## src/rtl/arb_pkg.sv

```systemverilog
// ----------------------------------------------------------------------------
// arb_pkg
// Shared definitions for the matrix arbiter family.
//   ARB_MAX_WIDTH    : largest supported requester count (32)
//   arb_lock_state_e : lock FSM states (IDLE, LOCKED)
//   arb_is_onehot    : 1 when exactly one of the low `width` bits of vec is set
//   arb_tri_idx      : flat index of upper-triangle bit (i,j), i<j
// ----------------------------------------------------------------------------
package arb_pkg;

  localparam int ARB_MAX_WIDTH = 32;

  typedef enum logic [0:0] {
    IDLE   = 1'b0,
    LOCKED = 1'b1
  } arb_lock_state_e;

  function automatic logic arb_is_onehot(logic [31:0] vec, int width);
    int cnt;
    cnt = 0;
    for (int i = 0; i < ARB_MAX_WIDTH; i++) begin
      if ((i < width) && vec[i]) begin
        cnt = cnt + 1;
      end
    end
    return (cnt == 1);
  endfunction

  // Row-major packing of the strict upper triangle: row i holds
  // (width-1-i) bits, so row i starts after sum_{k<i}(width-1-k) bits.
  function automatic int arb_tri_idx(int i, int j, int width);
    return (i * width) - ((i * (i + 1)) / 2) + (j - i - 1);
  endfunction

endpackage

```

## src/rtl/arb_onehot_chk.sv

```systemverilog
// ----------------------------------------------------------------------------
// arb_onehot_chk
// Combinational one-hot / all-zero detector for a WIDTH-bit vector.
//   vec       : vector under test
//   is_onehot : exactly one bit of vec is set
//   is_zero   : no bit of vec is set
// ----------------------------------------------------------------------------
module arb_onehot_chk
  import arb_pkg::*;
#(
  parameter int WIDTH = 4
) (
  input  logic [WIDTH-1:0] vec,
  output logic             is_onehot,
  output logic             is_zero
);

  logic [ARB_MAX_WIDTH-1:0] ext_s;

  // Zero-extend to the package function's fixed argument width.
  always_comb begin
    ext_s             = {ARB_MAX_WIDTH{1'b0}};
    ext_s[WIDTH-1:0]  = vec;
  end

  assign is_onehot = arb_is_onehot(ext_s, WIDTH);
  assign is_zero   = (vec == {WIDTH{1'b0}});

endmodule

```

## src/rtl/arb_matrix_prio.sv

```systemverilog
// ----------------------------------------------------------------------------
// arb_matrix_prio
// Least-recently-granted priority matrix keeper with multi-beat lock.
//   clk, rst     : clock, synchronous active-high reset
//   v_grant      : one-hot grant, sampled when gnt_fire=1
//   gnt_fire     : granted beat accepted this cycle
//   gnt_last     : accepted beat ends the transfer (qualified by gnt_fire)
//   vv_matrix    : vv_matrix[i][j]=1 means requester i beats requester j
//   lock_vld     : multi-beat transfer in progress
//   lock_onehot  : locked requester, zero when not locked
//   err_onehot   : sticky, fire seen with non-one-hot v_grant
//   err_lock     : sticky, fire in LOCKED with v_grant != lock_onehot
// ----------------------------------------------------------------------------
module arb_matrix_prio
  import arb_pkg::*;
#(
  parameter int WIDTH = 4
) (
  input  logic                        clk,
  input  logic                        rst,
  input  logic [WIDTH-1:0]            v_grant,
  input  logic                        gnt_fire,
  input  logic                        gnt_last,
  output logic [WIDTH-1:0][WIDTH-1:0] vv_matrix,
  output logic                        lock_vld,
  output logic [WIDTH-1:0]            lock_onehot,
  output logic                        err_onehot,
  output logic                        err_lock
);

  localparam int NUM_TRI = (WIDTH * (WIDTH - 1)) / 2;

  arb_lock_state_e  state_r;
  logic [NUM_TRI-1:0] tri_r;
  logic [NUM_TRI-1:0] tri_upd_s;
  logic [WIDTH-1:0]   lock_onehot_r;
  logic [WIDTH-1:0]   win_s;
  logic               err_onehot_r;
  logic               err_lock_r;
  logic               grant_onehot_s;
  logic               grant_zero_s;
  logic               grant_ok_s;

  arb_onehot_chk #(
    .WIDTH (WIDTH)
  ) u_grant_chk (
    .vec       (v_grant),
    .is_onehot (grant_onehot_s),
    .is_zero   (grant_zero_s)
  );

  assign grant_ok_s = grant_onehot_s & ~grant_zero_s;

  // Winner for a matrix update: the captured requester while locked,
  // otherwise the incoming grant.
  always_comb begin
    if (state_r == LOCKED) begin
      win_s = lock_onehot_r;
    end else begin
      win_s = v_grant;
    end
  end

  // Only the strict upper triangle is stored; diagonal and lower triangle
  // are derived so the antisymmetry invariant cannot be violated.
  for (genvar i = 0; i < WIDTH; i++) begin : g_row
    for (genvar j = 0; j < WIDTH; j++) begin : g_col
      if (i == j) begin : g_diag
        assign vv_matrix[i][j] = 1'b1;
      end else if (i < j) begin : g_upper
        localparam int K = arb_tri_idx(i, j, WIDTH);
        assign vv_matrix[i][j] = tri_r[K];
        // Winner i loses to everyone; winner j makes i beat j.
        assign tri_upd_s[K] = win_s[i] ? 1'b0 :
                              (win_s[j] ? 1'b1 : tri_r[K]);
      end else begin : g_lower
        localparam int K = arb_tri_idx(j, i, WIDTH);
        assign vv_matrix[i][j] = ~tri_r[K];
      end
    end
  end

  // Lock FSM, priority matrix storage and sticky error flags.
  always_ff @(posedge clk) begin
    if (rst) begin
      state_r       <= IDLE;
      tri_r         <= {NUM_TRI{1'b1}};
      lock_onehot_r <= {WIDTH{1'b0}};
      err_onehot_r  <= 1'b0;
      err_lock_r    <= 1'b0;
    end else if (gnt_fire) begin
      if (!grant_ok_s) begin
        err_onehot_r <= 1'b1;
      end
      case (state_r)
        IDLE: begin
          // A malformed grant in IDLE is flagged but otherwise ignored.
          if (grant_ok_s && gnt_last) begin
            tri_r <= tri_upd_s;
          end else if (grant_ok_s) begin
            state_r       <= LOCKED;
            lock_onehot_r <= v_grant;
          end
        end
        LOCKED: begin
          // The beat counts for the captured winner whatever v_grant says.
          if (v_grant != lock_onehot_r) begin
            err_lock_r <= 1'b1;
          end
          if (gnt_last) begin
            tri_r         <= tri_upd_s;
            lock_onehot_r <= {WIDTH{1'b0}};
            state_r       <= IDLE;
          end
        end
        default: begin
          state_r       <= IDLE;
          lock_onehot_r <= {WIDTH{1'b0}};
        end
      endcase
    end
  end

  assign lock_vld    = (state_r == LOCKED);
  assign lock_onehot = lock_onehot_r;
  assign err_onehot  = err_onehot_r;
  assign err_lock    = err_lock_r;

endmodule

```

## config.mk

```make
export PLATFORM = sky130hd
export DESIGN_NAME = arb_matrix_prio
export DESIGN_NICKNAME = d
export VERILOG_FILES = /design/src/rtl/arb_pkg.sv /design/src/rtl/arb_onehot_chk.sv /design/src/rtl/arb_matrix_prio.sv
export SDC_FILE = /design/constraint.sdc
export NUM_CORES = 1
export LEC_CHECK = 0
export BUFFER_PORTS_ARGS = -buffer_cell sky130_fd_sc_hd__buf_2
export CAP_MARGIN = 30
export CORE_UTILIZATION = 43
export DETAILED_ROUTE_END_ITERATION = 12
export GPL_ROUTABILITY_DRIVEN = 0
export PLACE_DENSITY = 0.71
export SLEW_MARGIN = 5
export SYNTH_ARGS = -nofsm -noshare
export SYNTH_HDL_FRONTEND = slang
export SYNTH_SLANG_ARGS = --single-unit
```

## constraint.sdc

```tcl
create_clock -name clk -period 2 [get_ports clk]
set_input_delay 0 -clock clk [delete_from_list [all_inputs] [get_ports clk]]
set_output_delay 0 -clock clk [all_outputs]
set_load 0.005 [all_outputs]
```

# Word-level counts from Yosys, hierarchy flattened
# Cells that the tools add are included.
[word_totals]
regBits = 13
inputBits = 8
output_inout_bits = 23
word_cells = 58
[op_classes]
n_addsub = 3
eq_ne = 6
muxes = 28
bitwise = 10
reduce_logical = 6
[op_table]
columns = ["cell", "n"]
rows = [
  ["adder 32 x 2 -> 32 bit, second input constant", 3],
  ["two-way mux 32 bit", 3],
  ["equality test 32 x 2 -> 1 bit, second input constant", 1],
  ["two-way mux 1 bit", 16],
  ["two-way mux 4 bit", 4],
  ["two-way mux 6 bit", 2],
  ["case mux 6 bit (2 select lines)", 1],
  ["inverter 1 bit", 9],
  ["inequality test 2 bit, second input constant", 4],
  ["case mux 4 bit (2 select lines)", 1],
  ["AND reduction 3 bit", 2],
  ["zero test 4 bit", 1],
  ["inequality test 4 bit", 1],
  ["AND reduction 4 bit", 1],
  ["case mux 1 bit (2 select lines)", 1],
  ["AND reduction 2 bit", 1],
  ["bitwise AND 1 bit", 1],
  ["logical AND 1 bit", 1],
]

# Depth between registers and ports, before layout
# Gate-level depths: netlist of run 1.
[depth]
depth_word = 12
depth_mapped = 9
depth_no_buf = 9

# Hierarchy
# From an unflattened synthesis of run 1, not the netlist that was laid out.
[hier_totals]
hier_cells = 90
area_unflattened_um2 = 824.5
[by_module_without_submodules]
columns = ["mod", "n_inst", "cells_per_inst", "area_per_inst_um2", "seq_area_each_um2"]
rows = [
  ["arb_matrix_prio", 1, 76, 713.2, 260.2],
  ["arb_onehot_chk", 1, 14, 111.4, 0.0],
]

# Worst setup path before layout of run 1
# No wires, ideal clock.
[synth_timing]
kind = "input port to flip-flop"
start = "in v_grant[0]"
end = "reg tri_r[5]"
setup_time_ns = 0.134
t_arrival_ns = 1.901
required_time_ns = 1.866
setup_slack_ns = -0.036
path_stages = 9
n_path_buf = 0
path_cell_list = "inv_1 ha_1 xor2_1 ha_1 nor3b_1 a311o_1 and2_4 a2111oi_1 a211oi_1"
[synth_between]
elab_chain_len = 12
elab_cells_between_ends = 14
classes_between = "add/sub: 3; eq/ne: 2; mux: 4; bitwise: 2; reduce/logical: 3"
[synth_lines]
columns = ["item", "line_no", "rtl"]
rows = [
  ["start: declaration", "arb_matrix_prio.sv:21", "input logic [WIDTH-1:0] v_grant,"],
  ["two-way mux 1 bit", "arb_pkg.sv:22", "if ((i < width) && vec[i]) begin"],
  ["adder 32 x 2 -> 32 bit", "arb_pkg.sv:23", "cnt = cnt + 1;"],
  ["two-way mux 32 bit", "arb_pkg.sv:22", ""],
  ["adder 32 x 2 -> 32 bit", "arb_pkg.sv:23", ""],
  ["two-way mux 32 bit", "arb_pkg.sv:22", ""],
  ["adder 32 x 2 -> 32 bit", "arb_pkg.sv:23", ""],
  ["two-way mux 32 bit", "arb_pkg.sv:22", ""],
  ["equality test 32 x 2 -> 1 bit", "arb_pkg.sv:26", "return (cnt == 1);"],
  ["bitwise AND 1 bit (*)", "arb_matrix_prio.sv:52", "assign grant_ok_s = grant_onehot_s & ~grant_zero_s;"],
  ["logical AND 1 bit (*)", "arb_matrix_prio.sv:98", "if (grant_ok_s && gnt_last) begin"],
  ["inequality test 2 bit (no source line) (*)", "-", ""],
  ["AND reduction 3 bit (no source line) (*)", "-", ""],
  ["end signal: assignment", "arb_matrix_prio.sv:87", "tri_r <= {NUM_TRI{1'b1}};"],
  ["end signal: assignment", "arb_matrix_prio.sv:99", "tri_r <= tri_upd_s;"],
  ["end signal: assignment", "arb_matrix_prio.sv:111", "tri_r <= tri_upd_s;"],
  ["end: declaration", "arb_matrix_prio.sv:34", "logic [NUM_TRI-1:0] tri_r;"],
]
# Every way passes the cells marked *; elsewhere a longest branch is shown, timed or not.
# A chain may end at the register's enable or synchronous reset.

# Worst setup path after layout of run 1
[layout_timing]
start = "in v_grant[0]"
end = "reg lock_onehot_r[2] (netlist: lock_onehot[2])"
[layout_between]
elab_chain_len = 12
elab_cells_between_ends = 15
classes_between = "add/sub: 3; eq/ne: 3; mux: 4; bitwise: 2; reduce/logical: 3"
[layout_lines]
columns = ["item", "line_no", "rtl"]
rows = [
  ["two-way mux 1 bit", "arb_pkg.sv:22", ""],
  ["adder 32 x 2 -> 32 bit", "arb_pkg.sv:23", ""],
  ["two-way mux 32 bit", "arb_pkg.sv:22", ""],
  ["adder 32 x 2 -> 32 bit", "arb_pkg.sv:23", ""],
  ["two-way mux 32 bit", "arb_pkg.sv:22", ""],
  ["adder 32 x 2 -> 32 bit", "arb_pkg.sv:23", ""],
  ["two-way mux 32 bit", "arb_pkg.sv:22", ""],
  ["equality test 32 x 2 -> 1 bit", "arb_pkg.sv:26", ""],
  ["bitwise AND 1 bit (*)", "arb_matrix_prio.sv:52", ""],
  ["logical AND 1 bit", "arb_matrix_prio.sv:98", ""],
  ["inequality test 2 bit (no source line)", "-", ""],
  ["AND reduction 4 bit (no source line) (*)", "-", ""],
  ["end signal: assignment", "arb_matrix_prio.sv:102", "lock_onehot_r <= v_grant;"],
  ["end signal: assignment", "arb_matrix_prio.sv:112", "lock_onehot_r <= {WIDTH{1'b0}};"],
  ["end signal: assignment", "arb_matrix_prio.sv:118", "lock_onehot_r <= {WIDTH{1'b0}};"],
  ["end: declaration", "arb_matrix_prio.sv:36", "logic [WIDTH-1:0] lock_onehot_r;"],
]
# Marked as above.

==> impl_metrics.env, run 1 <==
export IMPL_status="completed"
export IMPL_maxCapViolations=0
export IMPL_cts_root_buf="clkbuf_4"
export IMPL_hold_path_class="primary input to flop"
export IMPL_die_w_um=46.1
export IMPL_layout_drive_gt1_share=0.356
export IMPL_fp_row_count=15
export IMPL_clk_path_buf_depth=2
export IMPL_die_h_um=46.1
export IMPL_place_ws_ns=-0.100
export IMPL_wirelength_um=1900
export IMPL_first_iter_violations=15
export IMPL_grt_use_total=0.208
export IMPL_syn_area_per_cell_um2=8.81
export IMPL_ff2ff_setup_slack_ns=0.60
export IMPL_ys_ff_latch=13
export IMPL_avgRoutedWirePerCell_um=11.9
export IMPL_tritoncts="done"
export IMPL_syn2layout_area_growth_pct=32.6
export IMPL_fin_hold_ws_ns=0.0438
export IMPL_grt_setup_unrepaired="false"
export IMPL_start_kind="primary input"
export IMPL_synth_most_common_cell="dfxtp_1"
export IMPL_cts_setup_buffers=0
export IMPL_routed_via_density=5.14
export IMPL_synthDistinctLibCells=37
export IMPL_synth_top_area_share=0.311
export IMPL_first_pass_iters=4
export IMPL_synth_area_leaders="dfxtp_1 (31%), nor2_1 (5.4%), xnor2_1 (5.2%), inv_1 (4.9%), buf_4 (4.5%)"
export IMPL_clkTransAtPathRegs_ns=0.07
export IMPL_crit_required_ns=2.17
export IMPL_finalWorstPathRequiredPeriod_ns=1.81
export IMPL_cts_resized=0
export IMPL_synthFlopType="dfxtp_1"
export IMPL_synth_edf_count=0
export IMPL_cts_sinks=13
export IMPL_clk_latency_ns=0.27
export IMPL_crit_chain="buf_2, inv_1, ha_4, xor2_1, ha_1, buf_4, o311ai_4, nand4_1, o2bb2ai_1, a22o_1"
export IMPL_setup_ws_ns=0.193
export IMPL_clkPwrFrac=0.249
export IMPL_diodes=0
export IMPL_fmax_ghz=0.553
export IMPL_ir_worst_vdd_uv=310
export IMPL_cts_htree_levels=1
export IMPL_cp_arrival_ns=1.98
export IMPL_power_density_nw_per_um2=571
export IMPL_via_count=822
export IMPL_crit_type="primary input to flop"
export IMPL_yosysWarningCount=0
export IMPL_crit_path_end_kind="flop"
export IMPL_power_frac_comb=0.301
export IMPL_antenna_left=0
export IMPL_crit_family="compound AO/OA/AOI/OAI gates"
export IMPL_finalSetupViolCount=0
export IMPL_slew_viol_final=0
export IMPL_ios=31
export IMPL_fin_skew_ns=0.00306
export IMPL_portBuffers=26
export IMPL_cp_slowest_cell="ha_1"
export IMPL_cts_inserted_buffers=3
export IMPL_syn_area_um2=837
export IMPL_core_um2=1780
export IMPL_hpwl_um=1500
export IMPL_critPathMaxStageDelay_ns=0.30
export IMPL_p_leak_nw=0.554
export IMPL_period_share=0.903
export IMPL_crit_buf_inv=3
export IMPL_p_sw_uw=187
export IMPL_hold_buffers=2
export IMPL_hold_viol=0
export IMPL_grt_antenna_before_repair=0
export IMPL_synth_largest_area_cell="dfxtp_1"
export IMPL_nets=147
export IMPL_async_flop_share=0
export IMPL_start_util=0.469
export IMPL_grt_pass1_vias=678
export IMPL_cp_max_fo=4
export IMPL_p_seq_frac=0.451
export IMPL_die_area_um2=2130
export IMPL_ys_seq_area_frac=0.311
export IMPL_drc_errors=0
export IMPL_grt_overflow=0
export IMPL_intPower_uw=446
export IMPL_grt_first_pass_wirelength_um=3070
export IMPL_p_sw_frac=0.295
export IMPL_synthTopCellsByCount="dfxtp_1 (13), nor2_1 (12), inv_1 (11)"
export IMPL_grt_max_degree=17
export IMPL_syn_inst=95
==> worst reg2reg max path, delay by kind of cell, from the launching register on <==
family	cells	cell delay (ns)
AO/OA/AOI/OAI	2	0.48
flip-flops	1	0.46
AND/OR/NAND/NOR	2	0.34
==> worst paths after layout <==
kind	cells after the start	from	to
setup / recovery	10	v_grant[0]	lock_onehot[2]$_SDFFE_PP0P_
hold / removal	2	v_grant[3]	lock_onehot[3]$_SDFFE_PP0P_
setup reg to reg	4	lock_vld$_SDFFE_PP0P_	tri_r[5]$_SDFFE_PP1P_
hold reg to reg	2	tri_r[2]$_SDFFE_PP1P_	tri_r[2]$_SDFFE_PP1P_
==> power groups by stage <==
stage | Sequential [mW] | Clock (mW) | Combinational, mW
2_1_floorplan | 0.292 | 0 | 0.113
3_3_place_gp | 0.291 | 0 | 0.183
3_5_place_dp | 0.291 | 0 | 0.187
4_1_cts | 0.285 | 0.166 | 0.191
5_1_grt | 0.288 | 0.181 | 0.210
6_report | 0.285 | 0.157 | 0.190
==> stage by stage <==
step                instances  utilization  power, mW  TNS, ns  area (um2)
floorplan                  98            -      0.404        0         861
global placement          154        0.596      0.474   -0.516        1060
detailed placement        154        0.596      0.478   -0.835        1060
CTS                       160        0.622      0.642        0        1110
global route              160        0.622      0.680        0        1110
finish                    160        0.622      0.633        0        1110
==> registers in the layout (all words and copies together) (netlist names) <==
register     flops
lock_onehot      4
err_onehot       1
lock_vld         1
err_lock         1
tri_r            6
==> logic make-up (layout without fill, tap and decap cells) <==
family | count (synthesis) | in the layout | share of synthesized area
DFF | 13 | 13 | 0.311
adders and majority gates | 3 | 3 | 0.0448
buffers and inverters | 17 | 54 | 0.0987
and+or+nand+nor | 31 | 31 | 0.214
AOI/OAI and AO/OA | 23 | 23 | 0.254
xor gates and xnor gates | 7 | 7 | 0.0732
other | 1 | 4 | 0.00448
==> layout by cell type (no fill, tap or decap), types with 2 or more instances in the layout <==
cell type,instances
a211oi_1,3
a21oi_1,2
a22o_1,4
a31oi_1,2
and2_1,2
and3_1,2
buf_2,26
buf_4,11
clkbuf_4,3
conb_1,4
dfxtp_1,13
dlygate4sd3_1,2
ha_1,2
inv_1,11
nand2_1,5
nand4_1,2
nor2_1,12
xnor2_1,5
xor2_1,2
==> routing by layer <==
| layer | global-route usage | vias up | wire length [um] |
|---|---|---|---|
| li1 | - | 416 | - |
| met1 | 0.270 | 366 | 843 |
| met2 | 0.327 | 40 | 911 |
| met3 | 0.0824 | 0 | 146 |
| met4 | 0.0353 | 0 | 0 |
| met5 | 0 | - | 0 |
==> area by class of cell <==
class,count,area [um2]
fillers,152,673
repair buffers,39,233
flip-flops and latches,13,260
well taps,25,31.3
multi-input cells,68,518
clock buffers,4,26.3
inverters,11,41.3
Note: power is estimated with default switching activity, not from simulation.
==> inputs of run 2 (changes only) <==
Settings changed: ABC_AREA set to 1, GPL_TIMING_DRIVEN set to 0, PLACE_DENSITY 0.71 to 0.7.
==> run 2 against run 1 <==
Global-route usage decreased by 1.6 points. Clock-buffer cell count unchanged. Combinational power decreased by 4%. Power about the same. Worst setup slack improved by 0.19 ns. Maximum frequency increased by 12%. Sequential power about the same. Synthesized cell count increased by 32%. Clock power increased by 4%. Hold slack got worse by 0.037 ns.
==> impl_metrics.env, run 2 <==
export IMPL_ir_worst_vdd_uv=405
export IMPL_dp_cells=178
export IMPL_clk_latency_ns=0.28
export IMPL_hpwl_um=1430
export IMPL_grt_pass1_vias=694
export IMPL_largest_reg_flops=6
export IMPL_synthTopCellsByCount="nand2_1 (29), inv_1 (14), dfxtp_1 (13), nand3_1 (12), nor2_1 (10)"
export IMPL_layout_drive_gt1_share=0.285
export IMPL_via_count=869
export IMPL_hold_viol=0
export IMPL_synth_most_common_cell="nand2_1"
export IMPL_finalWorstPathRequiredPeriod_ns=1.62
export IMPL_ys_ff_latch=13
export IMPL_hold_path_class="primary input to flop"
export IMPL_synthDistinctLibCells=29
export IMPL_fin_hold_ws_ns=0.00732
export IMPL_status="completed"
export IMPL_syn2layout_area_growth_pct=23.2
export IMPL_start_kind="primary input"
export IMPL_start_util=0.482
export IMPL_yosysWarningCount=0
export IMPL_grt_overflow=0
export IMPL_cts_inserted_buffers=3
export IMPL_crit_required_ns=2.16
export IMPL_first_iter_violations=11
export IMPL_cp_max_fo=7
export IMPL_diodes=0
export IMPL_synthFlopType="dfxtp_1"
export IMPL_synth_top_area_share=0.296
export IMPL_grt_use_total=0.192
export IMPL_first_pass_iters=4
export IMPL_seqCellArea_um2=260
export IMPL_crit_start="v_grant[0]"
export IMPL_avgRoutedWirePerCell_um=10.1
export IMPL_nets=170
export IMPL_place_ws_ns=0.101
export IMPL_core_um2=1820
export IMPL_final_cells=183
export IMPL_fin_skew_ns=0.00180
export IMPL_tns_ns=0
export IMPL_synth_edf_count=0
export IMPL_portBuffers=25
export IMPL_crit_top_cell="nand2_1"
export IMPL_post_route_util=0.595
export IMPL_p_total_uw=633
export IMPL_tritoncts="done"
export IMPL_synth_largest_area_cell="dfxtp_1"
export IMPL_fin_area_um2=1080
export IMPL_crit_type="primary input to flop"
export IMPL_routed_via_density=4.75
export IMPL_top_register="tri_r"
export IMPL_cp_slowest_cell="ha_1"
export IMPL_async_flop_share=0
export IMPL_layout_commonest_cell="nand2_1"
export IMPL_clk_path_buf_depth=2
export IMPL_cts_sinks=13
export IMPL_ys_seq_area_frac=0.296
export IMPL_p_leak_nw=0.598
export IMPL_grt_max_degree=11
export IMPL_critPathMaxStageDelay_ns=0.33
export IMPL_crit_chain="buf_2, inv_1, ha_1, nor2_1, nor2_2, ha_1, nor2_1, o21ai_0, nand2_1, nand2_2, nand2_4, nand2_1, nand2_1, nand3_1"
export IMPL_power_density_nw_per_um2=585
export IMPL_slew_viol_final=0
export IMPL_place_area_um2=1050
export IMPL_grt_setup_unrepaired="false"
export IMPL_multi_input_area_um2=508
export IMPL_die_h_um=47.2
export IMPL_grt_antenna_before_repair=0
export IMPL_syn_area_per_cell_um2=7.03
export IMPL_setup_ws_ns=0.381
export IMPL_clkTransAtPathRegs_ns=0.08
export IMPL_period_share=0.809
export IMPL_die_w_um=47.2
export IMPL_grt_first_pass_wirelength_um=2990
export IMPL_timing_rr_start="lock_vld$_SDFFE_PP0P_"
export IMPL_cts_htree_levels=1
export IMPL_hp_start="gnt_fire"
export IMPL_crit_family="simple AND/OR/NAND/NOR gates"
export IMPL_final_cell_mix="nand2_1 (29), buf_2 (26), inv_1 (14), dfxtp_1 (13), nand3_1 (12)"
export IMPL_crit_buf_inv=2
export IMPL_syn_inst=125
export IMPL_n_fill_cell=202
export IMPL_cts_root_buf="clkbuf_4"
export IMPL_drc_errors=0
export IMPL_wirelength_um=1840
export IMPL_finalSetupViolCount=0
export IMPL_fmax_ghz=0.618
export IMPL_die_area_um2=2230
export IMPL_cts_resized=0
export IMPL_syn_area_um2=878
export IMPL_ios=31
export IMPL_cp_arrival_ns=1.78
export IMPL_antenna_left=0
export IMPL_crit_path_end_kind="flop"
export IMPL_maxCapViolations=0
export IMPL_fp_row_count=15
export IMPL_synth_area_leaders="dfxtp_1 (30%), nand2_1 (12%), nand3_1 (6.8%), inv_1 (6.0%), nand3b_1 (5.1%)"
run 2: changes by cell type in the layout (fill, tap and decap cells not counted), sizes merged, moves of 2 or more:
| cell | before | now |
|---|---|---|
| xor2 | 2 | 0 |
| nand2 | 5 | 31 |
| a22o | 4 | 0 |
| a211oi | 4 | 0 |
| nand3 | 1 | 13 |
| buf | 37 | 32 |
| and2 | 3 | 0 |
| nand3b | 1 | 6 |
| and3 | 3 | 0 |
| nand4 | 3 | 1 |
| inv | 11 | 15 |
| o21ai | 0 | 8 |
| a21oi | 2 | 7 |
run 2: worst paths after layout:
check                           slack [ns]                           to  depth (start not counted)
worst max-delay path                  0.38        tri_r[0]$_SDFFE_PP1P_                         14
worst min-delay path                 0.007      err_onehot$_SDFFE_PP0P_                          3
worst max register to register        0.60  lock_onehot[3]$_SDFFE_PP0P_                          7
worst min register to register        0.48        err_lock$_SDFFE_PP0P_                          2
run 2: cells by family (layout without fill, tap and decap cells):
logic type,Yosys count,in the layout,synth area share
AOI/OAI and AO/OA,17,17,0.131
xor gates and xnor gates,4,4,0.0399
adders and majority gates,3,3,0.0427
buffers and inverters,23,53,0.138
DFF,13,13,0.296
other,1,4,0.00427
and+or+nand+nor,64,64,0.348
run 2: final cells by class:
class | instances | area share
clock buffer | 4 | 0.0243
timing repair buffer | 26 | 0.125
buffer | 7 | 0.0566
tap | 25 | 0.0289
sequential | 13 | 0.240
multi-input combinational | 92 | 0.469
inverter | 16 | 0.0555
run 2: routing by layer:
metal,GRT usage,routed length [um],up-vias,part of all wire
li1,-,-,458,-
met1,0.264,898,383,0.49
met2,0.292,833,26,0.45
met3,0.0577,99,2,0.054
met4,0.0514,12,0,0.0065
met5,0,0,-,0
run 2: what timing repair did:
| action | in CTS | in global routing |
|---|---|---|
| setup endpoints to repair | 0 | 0 |
| hold endpoints to repair | 3 | 0 |
| buffers inserted | 0 | 0 |
| hold buffers | 1 | 0 |
run 2: power breakdown:
| group | internal, mW | switching [mW] | leakage (nW) | total (mW) |
|---|---|---|---|---|
| sequential | 0.274 | 0.0134 | 0.106 | 0.287 |
| clock | 0.0773 | 0.0863 | 0.0150 | 0.164 |
| combinational | 0.0814 | 0.101 | 0.477 | 0.182 |
run 2: worst reg2reg max path: stages, from the launching register on:
cell,delay (ns)
dfxtp_1,0.31
buf_2,0.16
inv_2,0.15
o21ai_1,0.11
a21oi_4,0.30
nand3_1,0.14
nand2_1,0.08
nor2_1,0.05
